--- config.mk ---
export PLATFORM = sky130hd
export DESIGN_NAME = tt_ihp_pad_cfg_ctrl
export DESIGN_NICKNAME = d
export VERILOG_FILES = /design/src/rtl/tt_ihp_pad_cfg_ctrl.sv
export SDC_FILE = /design/constraint.sdc
export NUM_CORES = 1
export LEC_CHECK = 0
export CAP_MARGIN = 20
export CORE_ASPECT_RATIO = 1.25
export CORE_UTILIZATION = 40
export DETAILED_ROUTE_END_ITERATION = 7
export MAX_ROUTING_LAYER = met4
export PLACE_DENSITY = 0.66
export REMOVE_ABC_BUFFERS = 1
export SLEW_MARGIN = 20
export SYNTH_ARGS = -nofsm -noshare
export SYNTH_HDL_FRONTEND = slang
export SYNTH_SLANG_ARGS = --single-unit
--- constraint.sdc ---
create_clock -name clk -period 2.9 [get_ports clk]
set_input_delay 0.435 -clock clk [delete_from_list [all_inputs] [get_ports clk]]
set_output_delay 0.435 -clock clk [all_outputs]
set_load 0.005 [all_outputs]
--- src/rtl/tt_ihp_pad_cfg_ctrl.sv ---
// Runtime pad-ring configuration for the IHP SG13G2 GPIO ring: shadow/active mode banks,
// atomic commit through a forced hi-Z settle window, input synchronisers and per-mode OE gating.
module tt_ihp_pad_cfg_ctrl #(
    parameter int                        N_PADS      = 64,
    parameter int                        MODE_W      = 4,
    parameter int                        SETTLE_CYC  = 4,
    parameter int                        SYNC_STAGES = 2,
    parameter logic [N_PADS*MODE_W-1:0]  RST_MODE    = {N_PADS{4'b0110}}
) (
    input  logic                         clk,
    input  logic                         rst,
    input  logic                         cfg_valid,
    output logic                         cfg_ready,
    input  logic [7:0]                   cfg_pad,
    input  logic [MODE_W-1:0]            cfg_mode,
    input  logic                         cfg_commit,
    output logic                         busy,
    output logic                         cfg_err,
    output logic [N_PADS*MODE_W-1:0]     pad_mode,
    input  logic [N_PADS-1:0]            pad_in_raw,
    output logic [N_PADS-1:0]            pad_in_sync,
    input  logic [N_PADS-1:0]            pad_oe_core,
    output logic [N_PADS-1:0]            pad_oe_gated
);

    localparam logic [MODE_W-1:0] MODE_OUT   = MODE_W'(4'b1001);
    localparam logic [MODE_W-1:0] MODE_IN    = MODE_W'(4'b1010);
    localparam logic [MODE_W-1:0] MODE_BIDIR = MODE_W'(4'b1011);
    localparam logic [8:0]        PAD_LIMIT  = 9'(N_PADS);

    typedef enum logic [1:0] {
        IDLE,
        HIZ,
        APPLY
    } state_t;

    state_t                      state;
    logic [7:0]                  settle_cnt;
    logic                        busy_q;
    logic                        force_hiz;
    logic [N_PADS*MODE_W-1:0]    shadow;
    logic [N_PADS*MODE_W-1:0]    active;
    logic [N_PADS-1:0]           sync_q [SYNC_STAGES];
    logic                        write_en;
    logic                        pad_ok;

    assign write_en  = cfg_valid & ~busy_q;
    assign pad_ok    = ({1'b0, cfg_pad} < PAD_LIMIT);
    assign cfg_ready = ~busy_q;
    assign busy      = busy_q;
    assign pad_mode  = active;

    // Shadow bank accepts writes only while idle; out-of-range indices raise a sticky error.
    always_ff @(posedge clk) begin
        if (rst) begin
            shadow  <= RST_MODE;
            cfg_err <= 1'b0;
        end else if (write_en) begin
            if (!pad_ok) begin
                cfg_err <= 1'b1;
            end
            for (int i = 0; i < N_PADS; i++) begin
                if (cfg_pad == 8'(i)) begin
                    shadow[i*MODE_W +: MODE_W] <= cfg_mode;
                end
            end
        end
    end

    // Commit sequencer: pads are held hi-Z for SETTLE_CYC cycles, then one APPLY cycle
    // copies shadow to active so pad_mode and OE release change on the same edge.
    always_ff @(posedge clk) begin
        if (rst) begin
            state      <= IDLE;
            settle_cnt <= '0;
            busy_q     <= 1'b0;
            force_hiz  <= 1'b0;
            active     <= RST_MODE;
        end else begin
            case (state)
                IDLE: begin
                    if (cfg_commit) begin
                        state      <= HIZ;
                        settle_cnt <= 8'(SETTLE_CYC - 1);
                        busy_q     <= 1'b1;
                        force_hiz  <= 1'b1;
                    end
                end
                HIZ: begin
                    if (settle_cnt == 8'd0) begin
                        state <= APPLY;
                    end else begin
                        settle_cnt <= settle_cnt - 8'd1;
                    end
                end
                APPLY: begin
                    active    <= shadow;
                    state     <= IDLE;
                    busy_q    <= 1'b0;
                    force_hiz <= 1'b0;
                end
                default: begin
                    state     <= IDLE;
                    busy_q    <= 1'b0;
                    force_hiz <= 1'b0;
                end
            endcase
        end
    end

    always_ff @(posedge clk) begin
        if (rst) begin
            for (int s = 0; s < SYNC_STAGES; s++) begin
                sync_q[s] <= '0;
            end
        end else begin
            sync_q[0] <= pad_in_raw;
            for (int s = 1; s < SYNC_STAGES; s++) begin
                sync_q[s] <= sync_q[s-1];
            end
        end
    end

    // Gating follows the active bank only, so a pending shadow write never leaks to the pads.
    always_comb begin
        pad_oe_gated = '0;
        pad_in_sync  = '0;
        for (int i = 0; i < N_PADS; i++) begin
            pad_oe_gated[i] = pad_oe_core[i] & ~force_hiz &
                              ((active[i*MODE_W +: MODE_W] == MODE_OUT) ||
                               (active[i*MODE_W +: MODE_W] == MODE_BIDIR));
            pad_in_sync[i]  = sync_q[SYNC_STAGES-1][i] &
                              ((active[i*MODE_W +: MODE_W] == MODE_IN) ||
                               (active[i*MODE_W +: MODE_W] == MODE_BIDIR));
        end
    end

endmodule

==> results of run 1 <==
## registers in the layout (all words and copies together) (netlist names)
register and flops:
force_hiz 1, state 2, pad_mode 256, settle_cnt 8, cfg_err 1, sync_q 128
shadow 256
## placed cells by master, fill, tap and decap left out, types with 3 or more instances in the layout
cell type,n
a21oi_1,135
diode_2,6
dfxtp_1,651
nor2b_1,242
buf_4,32
buf_12,12
a211oi_1,3
nand3_1,104
bufinv_16,9
clkdlybuf4s50_1,527
nor3_4,19
and3_1,64
or3_1,4
clkbuf_8,11
a211o_1,128
nor3_2,5
or4_1,5
clkinv_2,7
nor2_1,277
nand2b_1,3
nand4bb_1,3
clkbuf_1,16
nand2_1,517
o31ai_1,3
inv_1,5
mux2i_1,128
nand3b_1,128
nor4b_2,3
clkbuf_16,62
## layer usage
layer | wire length, um | share of wire (%) | vias up | GRT usage (%)
met3 | 3100 | 4.5 | 105 | 3.34
met1 | 29700 | 43 | 9462 | 26.9
met4 | 1930 | 2.8 | 0 | 7.87
met2 | 34300 | 50 | 481 | 37.7
li1 | - | - | 9709 | -
met5 | 0 | 0 | - | -
## metrics by stage
step | utilization [%] | total power, mW | setup WS (ns) | cells
after floorplan | - | 10.4 | -6.06 | 2458
after global placement | 50.7 | 11.4 | 0.242 | 3796
after detailed placement | 50.7 | 11.4 | 0.175 | 3796
after CTS | 54.2 | 19.8 | 0.0414 | 3904
after global routing | 54.2 | 20.4 | 0.137 | 3911
final | 54.2 | 19.6 | 0.250 | 3911
## worst max-delay path, stage by stage (launching register included)
cell and delay [ns]:
dfxtp_4 0.69, buf_4 0.34, clkdlybuf4s50_1 0.54
## repair_timing
| action | CTS | global route |
|---|---|---|
| endpoints found under the hold margin | 0 | 0 |
| buffers inserted | 0 | 1 |
| endpoints found under the setup margin | 0 | 7 |
## layout make-up
| class | instances | area, um2 |
|---|---|---|
| diodes | 6 | 15.0 |
| fillers | 5393 | 27200 |
| multi-input cells | 1799 | 10300 |
| flip-flops and latches | 652 | 13100 |
| clock inverters | 19 | 330 |
| clock buffers | 89 | 1760 |
| repair buffers | 574 | 5780 |
| well taps | 765 | 957 |
| inverters | 7 | 26.3 |
## power by group through the flow
stage	combinational (mW)	sequential [mW]	clock [mW]
after global placement	1.71	9.68	0
after global routing	1.92	9.51	8.91
final	1.77	9.48	8.35
after CTS	1.76	9.50	8.54
after detailed placement	1.75	9.69	0
after floorplan	0.835	9.61	0
## kinds of logic (layout without fill, tap and decap cells)
family / count (synthesis) / count (layout) / synth area share [%]
AND/OR/NAND/NOR: 1394 / 1394 / 29.4
flip-flops: 652 / 652 / 54.3
AO/OA/AOI/OAI: 275 / 275 / 7.82
buffers and inverters: 190 / 689 / 3.07
multiplexers: 128 / 128 / 5.33
adder cells (fa/ha/maj): 2 / 2 / 0.104
other: 0 / 6 / 0
## final timing paths
check / start / endpoint / slack [ns] / cells past startpoint
max reg2reg: force_hiz / shadow[245] / 0.50 / 5
min reg2reg: sync_q[0][62] / sync_q[0][126] / 0.43 / 1
max: force_hiz / busy / 0.25 / 2
min: rst / sync_q[0][69] / 0.21 / 2
==> results.ini, run 1 <==
[clock_network]
cts_sinks=652
ctsLongestPathBuffers=3
cts-root-buf=clkbuf_16
cts_tree=done
post_cts_resize_count=0
clock_latency_ns=0.62
cts_buffers=61
htree_num_levels=2
path_clk_slew_ns=0.06
hold_buffers=0

[routing]
ant_nets=0
vias=19800
viasPerCell=5.05
totalWireLength_mm=69.1
drc=0
drtIter0Drc=1117
dr.pass1.iters=8
wire_per_inst_um=17.7

[hold_path]
hp-class=in -> reg

[sta]
slew_viol_final=0
fin_crit_ns=2.65
holdWs_ns=0.211
rsz0062_at_grt=no
setup_viol=0
finalHoldViolCount=0
max_slew_margin_pct=43.8
fin_crit_sh_pct=91.4
tns_ns=0
tightest_slew_ns=0.842
fmax_mhz=377
skew_ns=0.0168

[synthesis]
syn_avg_cell_area_um2=9.10
synthTopCellsByArea=dfxtp_1 54%, nand2_1 8.1%, nor2b_1 6.3%, mux2i_1 5.3%, a211o_1 4.7%
synth-seq-cells=652
ys_warn_count=0
synth.most_common_cell=dfxtp_1
synth-edff-count=0
yosysSeqAreaShare_pct=54.3
yosysTopAreaCell=dfxtp_1
synth_area_mm2=0.0240
yosysTopAreaCellShare_pct=54.3
yosys-top-cells-count=652 x dfxtp_1, 518 x nand2_1, 277 x nor2_1
syn_inst=2641
ys.flop_type=dfxtp_1
async_flop_share_pct=0
post_synth_num_cell_types=43

[floorplanning]
core_area_mm2=0.0594
die_h_um=276
die_x_um=221
row_count=100
fp.dieArea_mm2=0.0611
io_pins=531
start_util_pct=40.4

[placed_design]
dpl.hpwl_mm=45.6
post_dp_cell_area_mm2=0.0301
place_congestion=0.865
io_buffers=530

[finish]
syn_to_final_growth_pct=34.1
drive_gt1_share_pct=5.70
nets=3241
final_area_mm2=0.0322

[critical_path]
startpoint_type=flip-flop
arrival_ns=2.22
cp.required_ns=2.47
end_kind=output pin
path_class=reg -> out
path_max_fanout=24

[power]
p_int_mw=15.0
clkPwrFrac_pct=42.6
share_comb_of_total_power_pct=9.0
seqPwrFrac_pct=48.4
peakVddDrop_mv=0.518
leakage_nw=12.8
p_switching_mw=4.57
sw_frac_of_total_pct=23.3
cellPowerDensity_mw_per_mm2=608

[status]
outcome=complete, no violations

[global_route]
grt_pass1_vias=19100
grt_max_degree=195
track_usage_pct=22.3
antenna_found_initial=6
grt_pass1_wl_mm=107
grt_remaining_overflow=0

[run]
cap_violations=0

Power figures use the tool's default switching activity.
==> run 2: changes to the inputs <==
Settings changed: CTS_CLUSTER_DIAMETER set to 40, TNS_END_PERCENT set to 10.
==> run 2 against run 1 <==
  * Worst hold slack better by 0.011 ns
  * Sequential cell count unchanged
  * Critical path depth stayed put
  * Sequential power hardly changed
  * Register-to-register slack barely moved
  * Fmax increased by 0.40%
  * Count of clock-buffer cells in the layout grew 16
  * Non-clock buffer count stayed put
  * Highest routed layer unchanged
  * Combinational power hardly changed
  * Utilization is 1.6 points higher
  * Wire length up 0.93%
==> results.ini, run 2 (synthesized netlist as in run 1, its figures left out) <==
[status]
outcome=complete, no violations  ; unchanged

[routing]
totalWireLength_mm=69.7  ; was 69.1 mm
vias=20000  ; was 19800
wire_per_inst_um=17.6  ; was 17.7 um
drc=0  ; unchanged
viasPerCell=5.05  ; about the same
ant_nets=0  ; unchanged
dr.pass1.iters=6  ; was 8
drtIter0Drc=1158  ; was 1117

[power]
share_comb_of_total_power_pct=8.0  ; was 9.0%
sw_frac_of_total_pct=24.3  ; was 23.3%
seqPwrFrac_pct=42.8  ; was 48.4%
leakage_nw=13.2  ; was 12.8 nW
p_int_mw=16.8  ; was 15.0 mW
p_switching_mw=5.38  ; was 4.57 mW
cellPowerDensity_mw_per_mm2=668  ; was 608 mW/mm2
clkPwrFrac_pct=49.2  ; was 42.6%
peakVddDrop_mv=0.443  ; was 0.518 mV

[placed_design]
io_buffers=530  ; unchanged
dpl.hpwl_mm=45.6  ; unchanged
place_congestion=0.865  ; unchanged
pre_cts_slack_ns=0.175  ; unchanged

[critical_path]
path_max_fanout=24  ; unchanged
cp.required_ns=2.47  ; about the same
startpoint_type=flip-flop  ; unchanged
reg2reg_depth=5  ; unchanged
arrival_ns=2.20  ; was 2.22 ns
r2r_setup_slack_ns=0.49  ; was 0.50 ns
path_class=reg -> out  ; unchanged
end_kind=output pin  ; unchanged
reg2reg_to=shadow[245]  ; unchanged
r2r-start=force_hiz  ; unchanged

[hold_path]
worstHoldStart=rst  ; unchanged
hp-class=in -> reg  ; unchanged
min_to=sync_q[0][116]  ; was sync_q[0][69]
holdPathStages=2  ; unchanged

[global_route]
grt_pass1_vias=19400  ; was 19100
track_usage_pct=22.6  ; was 22.3%
grt_remaining_overflow=0  ; unchanged
antenna_found_initial=3  ; was 6
grt_pass1_wl_mm=108  ; was 107 mm
grt_max_degree=195  ; unchanged

[finish]
nets=3265  ; was 3241
layout_commonest_cell=dfxtp_1  ; unchanged
fill_cells=5305  ; was 5393
drive_gt1_share_pct=7.37  ; was 5.70%
mostFrequentLayoutCells=651 x dfxtp_1, 527 x clkdlybuf4s50_1, 517 x nand2_1, 277 x nor2_1, 242 x nor2b_1  ; unchanged
syn_to_final_growth_pct=38.0  ; was 34.1%

[floorplanning]
start_util_pct=40.4  ; unchanged
row_count=100  ; unchanged
die_h_um=276  ; unchanged
fp.dieArea_mm2=0.0611  ; unchanged
die_x_um=221  ; unchanged
io_pins=531  ; unchanged
core_area_mm2=0.0594  ; unchanged

[clock_network]
cts-root-buf=clkbuf_16  ; unchanged
ctsLongestPathBuffers=3  ; unchanged
htree_num_levels=3  ; was 2
path_clk_slew_ns=0.06  ; about the same
cts_sinks=652  ; unchanged
clock_latency_ns=0.62  ; about the same
post_cts_resize_count=0  ; unchanged
cts_buffers=85  ; was 61
cts_tree=done  ; unchanged

[sta]
finalHoldViolCount=0  ; unchanged
setup_ws_ns=0.260  ; was 0.250 ns
max_slew_margin_pct=43.2  ; was 43.8%
tightest_slew_ns=0.852  ; was 0.842 ns
fin_crit_sh_pct=91.0  ; was 91.4%
holdWs_ns=0.223  ; was 0.211 ns
skew_ns=0.0138  ; was 0.0168 ns
fmax_mhz=379  ; was 377 MHz
rsz0062_at_grt=no  ; unchanged
setup_viol=0  ; unchanged
slew_viol_final=0  ; unchanged
fin_crit_ns=2.64  ; was 2.65 ns
tns_ns=0  ; unchanged

[run]
cap_violations=0  ; unchanged

==> run 2: cell count changes in the layout (fill, tap and decap cells not counted) <==
cell        change
diode_2         -3
clkbuf_16      +29
clkinv_2        -2
clkinv_4        +6
clkbuf_8        -5
inv_8           +2
clkbuf_1        -8
clkinv_8        +5
inv_6          +16
clkinvlp_4      +5
bufinv_16       -1
inv_16          +1
==> run 2: repair_timing <==
| action | CTS | global route |
|---|---|---|
| endpoints found under the setup margin | 0 | 1 |
| hold buffers | 0 | 0 |
| buffers inserted | 0 | 1 |
==> run 2: metrics by stage <==
stage,cells,util [%],power [mW],cell area [um2]
6_report,3956,55.8,22.2,33200
5_1_grt,3956,55.8,23.0,33200
4_1_cts,3952,55.8,22.4,33100
3_5_place_dp,3796,50.7,11.4,30100
3_3_place_gp,3796,50.7,11.4,30100
2_1_floorplan,2458,-,10.4,23300
==> run 2: power by group through the flow <==
stage | sequential [mW] | combinational, mW | clock [mW]
after floorplan | 9.61 | 0.835 | 0
final | 9.49 | 1.77 | 10.9
after global placement | 9.68 | 1.71 | 0
after global routing | 9.52 | 1.93 | 11.5
after detailed placement | 9.69 | 1.75 | 0
after CTS | 9.50 | 1.76 | 11.1
==> run 2: per-layer routing <==
metal | routed length, um | vias to the layer above | track usage (%)
li1 | - | 9786 | -
met4 | 1470 | 0 | 7.93
met5 | 0 | - | -
met3 | 3130 | 76 | 3.53
met2 | 35400 | 477 | 38.8
met1 | 29700 | 9655 | 26.8
==> run 2: critical path, cell delays in order, from the launching register on <==
cell and delay [ns]:
dfxtp_4 0.69, buf_4 0.34, clkdlybuf4s50_1 0.54
==> run 2: cell type report <==
type / count / area, um2 / area share, %
Inverter: 7 / 26.3 / 0.0792
Antenna cell: 3 / 7.51 / 0.0226
Multi-Input combinational cell: 1799 / 10300 / 31.1
Clock inverter: 51 / 644 / 1.94
Clock buffer: 105 / 2390 / 7.21
Timing Repair Buffer: 574 / 5780 / 17.4
Tap cell: 765 / 957 / 2.89
Sequential cell: 652 / 13100 / 39.4
==> run 2: worst max-delay path by stage <==
stage                    start          endpoint  slack (ns)  cells past startpoint
floorplan             state[1]       pad_mode[0]       -6.06                      3
global placement    cfg_pad[1]       shadow[245]        0.24                      5
detailed placement  cfg_pad[0]       shadow[245]        0.18                      5
CTS                  force_hiz  pad_oe_gated[19]        0.05                      3
global route         force_hiz  pad_oe_gated[19]        0.16                      3
finish               force_hiz              busy        0.26                      2
